### src/rtl/reg_wb_scheduler_pkg.sv
`default_nettype none
// ============================================================================
// Module      : reg_wb_scheduler_pkg
// Description : Shared widths, the x0 address constant and the writeback
//               request record used by the ALU, memory and skid paths of
//               the register-file write scheduler.
// Revision    : 1.0  initial release
// ============================================================================
package reg_wb_scheduler_pkg;

  localparam int XLEN       = 32;
  localparam int REG_ADDR_W = 5;
  localparam int NREG       = 32;

  localparam logic [REG_ADDR_W-1:0] X0_ADDR = '0;

  // One writeback candidate: destination register plus result word.
  typedef struct packed {
    logic                  valid;
    logic [REG_ADDR_W-1:0] rd;
    logic [XLEN-1:0]       data;
  } wb_req_t;

endpackage : reg_wb_scheduler_pkg
`default_nettype wire

### src/rtl/reg_wb_scheduler_wb_skid_buffer.sv
`default_nettype none
// ============================================================================
// Module      : wb_skid_buffer
// Description : One-entry holding buffer for an ALU writeback that lost
//               arbitration to the memory path.
// Ports       : clk, reset (async, active-high)
//               load/load_req - capture an entry (only issued while empty)
//               drain         - entry consumed by the write port
//               flush         - discard the entry
//               entry         - held entry; entry.valid is the full flag
// Revision    : 1.0  initial release
// ============================================================================
module wb_skid_buffer
  import reg_wb_scheduler_pkg::*;
(
  input  logic    clk,
  input  logic    reset,
  input  logic    load,
  input  wb_req_t load_req,
  input  logic    drain,
  input  logic    flush,
  output wb_req_t entry
);

  logic                  valid_q, valid_d;
  logic [REG_ADDR_W-1:0] rd_q,    rd_d;
  logic [XLEN-1:0]       data_q,  data_d;

  // Load only happens while empty (the ALU is back-pressured otherwise),
  // so load and drain are never requested together.
  always_comb begin
    valid_d = valid_q;
    rd_d    = rd_q;
    data_d  = data_q;
    if (flush) begin
      valid_d = 1'b0;
    end else if (load) begin
      valid_d = 1'b1;
      rd_d    = load_req.rd;
      data_d  = load_req.data;
    end else if (drain) begin
      valid_d = 1'b0;
    end
  end

  always_ff @(posedge clk or posedge reset) begin
    if (reset) begin
      valid_q <= 1'b0;
      rd_q    <= '0;
      data_q  <= '0;
    end else begin
      valid_q <= valid_d;
      rd_q    <= rd_d;
      data_q  <= data_d;
    end
  end

  assign entry = '{valid: valid_q, rd: rd_q, data: data_q};

endmodule : wb_skid_buffer
`default_nettype wire

### src/rtl/reg_wb_scheduler.sv
`default_nettype none
// ============================================================================
// Module      : reg_wb_scheduler
// Description : Owns the single register-file write port. Arbitrates the
//               memory (fixed priority) and ALU writebacks, parks a losing
//               ALU result in a one-entry skid buffer, and keeps a pending-
//               write scoreboard that stalls issue on RAW/WAW hazards.
// Ports       : issue_*      - decode stage request, issue_stall back
//               alu_wb_*     - ALU writeback with ready handshake
//               mem_wb_*     - load writeback, never back-pressured
//               flush        - clears scoreboard and skid buffer
//               rf_*         - registered register-file write port
//               busy_mask    - scoreboard, wb_err - sticky bad-commit flag
// Revision    : 1.0  initial release
// ============================================================================
module reg_wb_scheduler
  import reg_wb_scheduler_pkg::*;
(
  input  logic                  clk,
  input  logic                  reset,
  input  logic                  issue_valid,
  input  logic [REG_ADDR_W-1:0] issue_rd,
  input  logic [REG_ADDR_W-1:0] issue_rs1,
  input  logic [REG_ADDR_W-1:0] issue_rs2,
  input  logic                  issue_use_rs1,
  input  logic                  issue_use_rs2,
  input  logic                  issue_writes,
  output logic                  issue_stall,
  input  logic                  alu_wb_valid,
  input  logic [REG_ADDR_W-1:0] alu_wb_rd,
  input  logic [XLEN-1:0]       alu_wb_data,
  output logic                  alu_wb_ready,
  input  logic                  mem_wb_valid,
  input  logic [REG_ADDR_W-1:0] mem_wb_rd,
  input  logic [XLEN-1:0]       mem_wb_data,
  input  logic                  flush,
  output logic                  rf_regWrite,
  output logic [REG_ADDR_W-1:0] rf_A3,
  output logic [XLEN-1:0]       rf_WD,
  output logic [NREG-1:0]       busy_mask,
  output logic                  wb_err
);

  logic [NREG-1:0]       busy_q,   busy_d;
  logic                  wb_err_q, wb_err_d;
  logic                  rf_we_q,  rf_we_d;
  logic [REG_ADDR_W-1:0] rf_a3_q,  rf_a3_d;
  logic [XLEN-1:0]       rf_wd_q,  rf_wd_d;

  wb_req_t mem_req, alu_req, skid_entry, sel;
  logic    alu_accept, skid_load, skid_drain, issue_accept;

  assign mem_req = '{valid: mem_wb_valid, rd: mem_wb_rd, data: mem_wb_data};
  assign alu_req = '{valid: alu_wb_valid, rd: alu_wb_rd, data: alu_wb_data};

  assign alu_wb_ready = !skid_entry.valid;
  assign alu_accept   = alu_wb_valid && alu_wb_ready;
  // An accepted ALU result that collides with a load is parked; the parked
  // entry leaves on the first cycle the memory path is quiet.
  assign skid_load    = mem_wb_valid && alu_accept;
  assign skid_drain   = !mem_wb_valid && skid_entry.valid;

  wb_skid_buffer u_skid (
    .clk      (clk),
    .reset    (reset),
    .load     (skid_load),
    .load_req (alu_req),
    .drain    (skid_drain),
    .flush    (flush),
    .entry    (skid_entry)
  );

  // Write-port winner: memory, then the parked ALU entry, then a fresh ALU
  // result. A parked entry blocks fresh ALU results, preserving ALU order.
  always_comb begin
    sel = '0;
    if (mem_wb_valid) begin
      sel = mem_req;
    end else if (skid_entry.valid) begin
      sel = skid_entry;
    end else if (alu_accept) begin
      sel = alu_req;
    end
  end

  // busy_q[0] is never set, so x0 operands can never stall.
  assign issue_stall = issue_valid &&
                       ((issue_use_rs1 && busy_q[issue_rs1]) ||
                        (issue_use_rs2 && busy_q[issue_rs2]) ||
                        (issue_writes  && busy_q[issue_rd]));
  assign issue_accept = issue_valid && !issue_stall;

  always_comb begin
    busy_d   = busy_q;
    wb_err_d = wb_err_q;
    // Clear on the edge the RF stores the value; rf_we_q implies rd != x0.
    if (rf_we_q) begin
      if (!busy_q[rf_a3_q]) begin
        wb_err_d = 1'b1;
      end
      busy_d[rf_a3_q] = 1'b0;
    end
    // Applied after the clear so a same-register set wins.
    if (issue_accept && issue_writes && (issue_rd != X0_ADDR)) begin
      busy_d[issue_rd] = 1'b1;
    end
    if (flush) begin
      busy_d = '0;
    end
    busy_d[0] = 1'b0;
  end

  // Writes to x0 are consumed here without enabling the RF.
  always_comb begin
    rf_we_d = sel.valid && (sel.rd != X0_ADDR);
    rf_a3_d = sel.rd;
    rf_wd_d = sel.data;
  end

  always_ff @(posedge clk or posedge reset) begin
    if (reset) begin
      busy_q   <= '0;
      wb_err_q <= 1'b0;
      rf_we_q  <= 1'b0;
      rf_a3_q  <= '0;
      rf_wd_q  <= '0;
    end else begin
      busy_q   <= busy_d;
      wb_err_q <= wb_err_d;
      rf_we_q  <= rf_we_d;
      rf_a3_q  <= rf_a3_d;
      rf_wd_q  <= rf_wd_d;
    end
  end

  assign busy_mask   = busy_q;
  assign wb_err      = wb_err_q;
  assign rf_regWrite = rf_we_q;
  assign rf_A3       = rf_a3_q;
  assign rf_WD       = rf_wd_q;

endmodule : reg_wb_scheduler
`default_nettype wire

### config.mk
export PLATFORM = sky130hd
export DESIGN_NAME = reg_wb_scheduler
export DESIGN_NICKNAME = d
export VERILOG_FILES = /design/src/rtl/reg_wb_scheduler_pkg.sv /design/src/rtl/reg_wb_scheduler_wb_skid_buffer.sv /design/src/rtl/reg_wb_scheduler.sv
export SDC_FILE = /design/constraint.sdc
export NUM_CORES = 1
export LEC_CHECK = 0
export ABC_AREA = 1
export BUFFER_PORTS_ARGS = -buffer_cell sky130_fd_sc_hd__buf_2
export CAP_MARGIN = 15
export CORE_ASPECT_RATIO = 0.6
export CORE_MARGIN = 1.5
export CORE_UTILIZATION = 41
export DETAILED_ROUTE_END_ITERATION = 10
export MAX_ROUTING_LAYER = met4
export PLACE_DENSITY_LB_ADDON = 0.25
export SETUP_SLACK_MARGIN = 0.1
export SYNTH_ARGS = -nofsm -noshare
export SYNTH_HDL_FRONTEND = slang
export SYNTH_SLANG_ARGS = --single-unit
### constraint.sdc
create_clock -name clk -period 3.3 [get_ports clk]
set_input_delay 0.66 -clock clk [delete_from_list [all_inputs] [get_ports clk]]
set_output_delay 0.66 -clock clk [all_outputs]
set_load 0.005 [all_outputs]
==> out/metrics.csv <==
stage,metric,value,unit
logic_synthesis,synthArstFlopShare,100,%
routing,drt-total-wl,24300,um
critical_path,slowest_stage,nor2_4,
clock_tree,cts_buffers,9,
critical_path,worstSetupEndpointType,output pin,
critical_path,path_cells,buf_2 > inv_2 > nor2_4 > nand2_1 > nand3_1 > nand2_1 > nand2_1 > nor2_1 > nand2_1 > nand2_2 > nand2_4 > o21ai_0 > inv_1 > buf_2,
critical_path,worstPathMaxFanout,11,
global_routing,grt_usage,30.3,%
routing,wl_met3,2460,um
placed_design,post-place-cells,1303,
critical_path,cp_common_cell,nand2_1,
floorplanning,rows,35,
logic_synthesis,synthFlopType,dfrtp_1,
finish,multi_input_area,3270,um^2
routing,dr_wl_met2,9430,um
sta,skew,0.0135,ns
run_status,status,finished with violations,
logic_synthesis,synth.distinct_cells,34,
routing,drc,10,
logic_synthesis,netlist_area,6600,um^2
logic_synthesis,synth.area.mux_share,0,%
routing,drt-initial-drc-count,856,
sta,whs,0.455,ns
global_routing,grt_pass1_wl,37600,um
logic_synthesis,synthXorXnorAreaFrac,0,%
sta,max-slew-margin-rel,47.5,%
floorplanning,core,15500,um^2
sta,setup_tns,0,ns
finish,fin_cells,1318,
clock_tree,cts_buffer_depth,2,
logic_synthesis,synth_fa_ha_area_share,0,%
clock_tree,clock_sinks,108,
logic_synthesis,synthSimpleGateAreaFrac,34.3,%
routing,drtPass1Iterations,9,
routing,avgViaCountPerCell,5.32,
finish,area_delta_synth_final,20.6,%
placed_design,portBuffers,169,
clock_tree,h-tree-depth,3,
logic_synthesis,synth_top_family_by_area,simple AND/OR/NAND/NOR gates,
pwr,power,3.51,mW
placed_design,place_congestion,1.04,
pwr,power_density,440,nW/um^2
finish,layout.nets,1209,
critical_path,cp.arrival,2.25,ns
floorplanning,die_area,16900,um^2
run_status,violations,design-rule violations,
flow_run,cap_violations,0,
routing,routedWlPerCell,18.4,um
critical_path,crit_path_start_kind,input pin,
critical_path,crit_required,2.64,ns
logic_synthesis,synth-seq-area-share,40.9,%
finish,finish.utilization,51.2,%
routing,antenna_left,0,
finish,antenna_cells,0,
min_path,hold_class,in2async,
clock_tree,clk_pin_slew_worst_paths,0.08,ns
routing,top_layer,met4,
sta,fin_crit_sh,88.1,%
sta,report.final.setup_viol,0,
logic_synthesis,synth-compound-area-share,15.1,%
global_routing,grt_antenna_before_repair,0,
logic_synthesis,avgSynthCellArea,6.94,um^2
finish,seq_area,2700,um^2
clock_tree,clockRootBuffer,clkbuf_16,
sta,grt_setup_unrepaired,no,
global_routing,grt_pass1_vias,6422,
logic_synthesis,synth_edf_count,0,
floorplanning,die_x,167,um
floorplanning,start_util,42.5,%
floorplanning,io_pins,171,
logic_synthesis,ys.warnings.count,0,
finish,drive_above_1_share,23.4,%
clock_tree,postCtsHoldBufs,0,
clock_tree,ctsResizeCount,0,
critical_path,worstSetupPathType,in2out,
placed_design,dp_hpwl,17900,um
routing,vias,7011,
clock_tree,cts_tree,built,
sta,slew_violations,0,
global_routing,gr-total-overflow,0,
logic_synthesis,syn_nets,1050,
pwr,peakVddDrop,0.246,mV
sta,worst_pin_slew,0.784,ns
critical_path,cp_slowest_stage_delay,0.31,ns
sta,fmax,344,MHz
clock_tree,clk_latency,0.35,ns
logic_synthesis,synth-seq-cells,108,
sta,finalHoldViolations,0,
finish,fillCellCount,1596,
global_routing,grt_max_degree,109,
routing,wirelength_met1,12200,um
pwr,power_leakage,4.14,nW
logic_synthesis,synthCells,952,
floorplanning,die_h,101,um
clock_tree,post-cts-setup-buffers,0,
sta,fin_crit,2.91,ns
## report_power, final
group,total (mW),internal [mW],switching (mW)
clock network,1.06,0.525,0.530
logic,0.854,0.305,0.549
registers,1.60,1.47,0.125
total,3.51,2.30,1.20
## Yosys cell counts, types with 2 or more instances
library cell	number	area share, %
nor2_1	82	4.7
o22ai_1	7	0.66
o21ai_1	13	0.99
nor2_8	2	0.61
nand2_1	307	17
nor3_1	16	1.2
nor2_4	2	0.34
buf_4	6	0.68
a21oi_1	136	10
o31ai_1	2	0.23
buf_2	13	0.99
clkbuf_1	17	0.97
buf_1	7	0.40
nand3_2	31	4.7
inv_1	87	4.9
o21ai_0	35	2.7
inv_2	7	0.40
nand3_1	57	4.3
dfrtp_1	108	41
buf_12	3	0.91
## path summary, 6_finish.rpt
path	from	end	slack [ns]	cells past startpoint
max	issue_rd[1]	issue_stall	0.39	14
min	reset	busy_mask[24]$_DFF_PP0_	0.46	3
max reg2reg	rf_A3[1]$_DFF_PP0_	busy_mask[2]$_DFF_PP0_	0.91	9
min reg2reg	u_skid.data_q[17]$_DFFE_PP0P_	u_skid.data_q[17]$_DFFE_PP0P_	0.48	2
max in group asynchronous	reset	rf_WD[29]$_DFF_PP0_	2.37	3
min in group clk	u_skid.data_q[17]$_DFFE_PP0P_	u_skid.data_q[17]$_DFFE_PP0P_	0.48	2
## worst max-delay path, delay by kind of cell
kind	cells	cell delay, ns
buf+inv	4	0.56
simple gates	9	0.93
compound gates	1	0.08
## sequential cells by signal, summed over array words and instances, names as in the netlist
register / flops
wb_err: 1
u_skid.rd_q: 5
rf_WD: 32
rf_regWrite: 1
busy_mask: 31
rf_A3: 5
u_skid.data_q: 32
u_skid.valid_q: 1
## final cells by class
class	count	share of cell area [%]
Clock buffer	9	2.83
Clock inverter	6	0.723
Inverter	96	4.60
Multi-Input combinational cell	701	41.0
Sequential cell	108	33.9
Tap cell	203	3.19
Timing Repair Buffer	195	13.7
## cell usage in the layout (no fill, tap or decap), types with 2 or more instances in the layout
cell and n:
clkbuf_16 9, nor2_4 2, a21oi_1 136, o21ai_0 35
dfrtp_1 108, nand3_1 57, nand2_1 307, nor3_1 16
o21ai_1 13, buf_2 169, o31ai_1 2, inv_8 2
inv_1 86, inv_2 7, clkinv_4 4, nor2_1 81
nor2_2 2, nand3_2 31, buf_12 4, o22ai_1 7
buf_4 22, nor2_8 2
## logic make-up (layout without fill, tap and decap cells)
| family | count (synthesis) | in the layout |
|---|---|---|
| AOI/OAI and AO/OA | 195 | 195 |
| buffers and inverters | 143 | 306 |
| DFF | 108 | 108 |
| other | 1 | 1 |
| and+or+nand+nor | 505 | 505 |
## metrics by stage
stage                     instance area (um^2)  worst slack [ns]
after floorplan                           6610             0.888
after global placement                    7680             0.486
after detailed placement                  7680             0.458
after CTS                                 7970             0.449
after global routing                      7970             0.314
final                                     7970             0.392
## layer usage
layer	GRT usage, %	up-vias
met1	47.7	3289
li1	-	3368
met3	6.02	25
met4	4.97	0
met2	39.0	329
met5	-	-
Note: power is estimated with default switching activity, not from simulation.
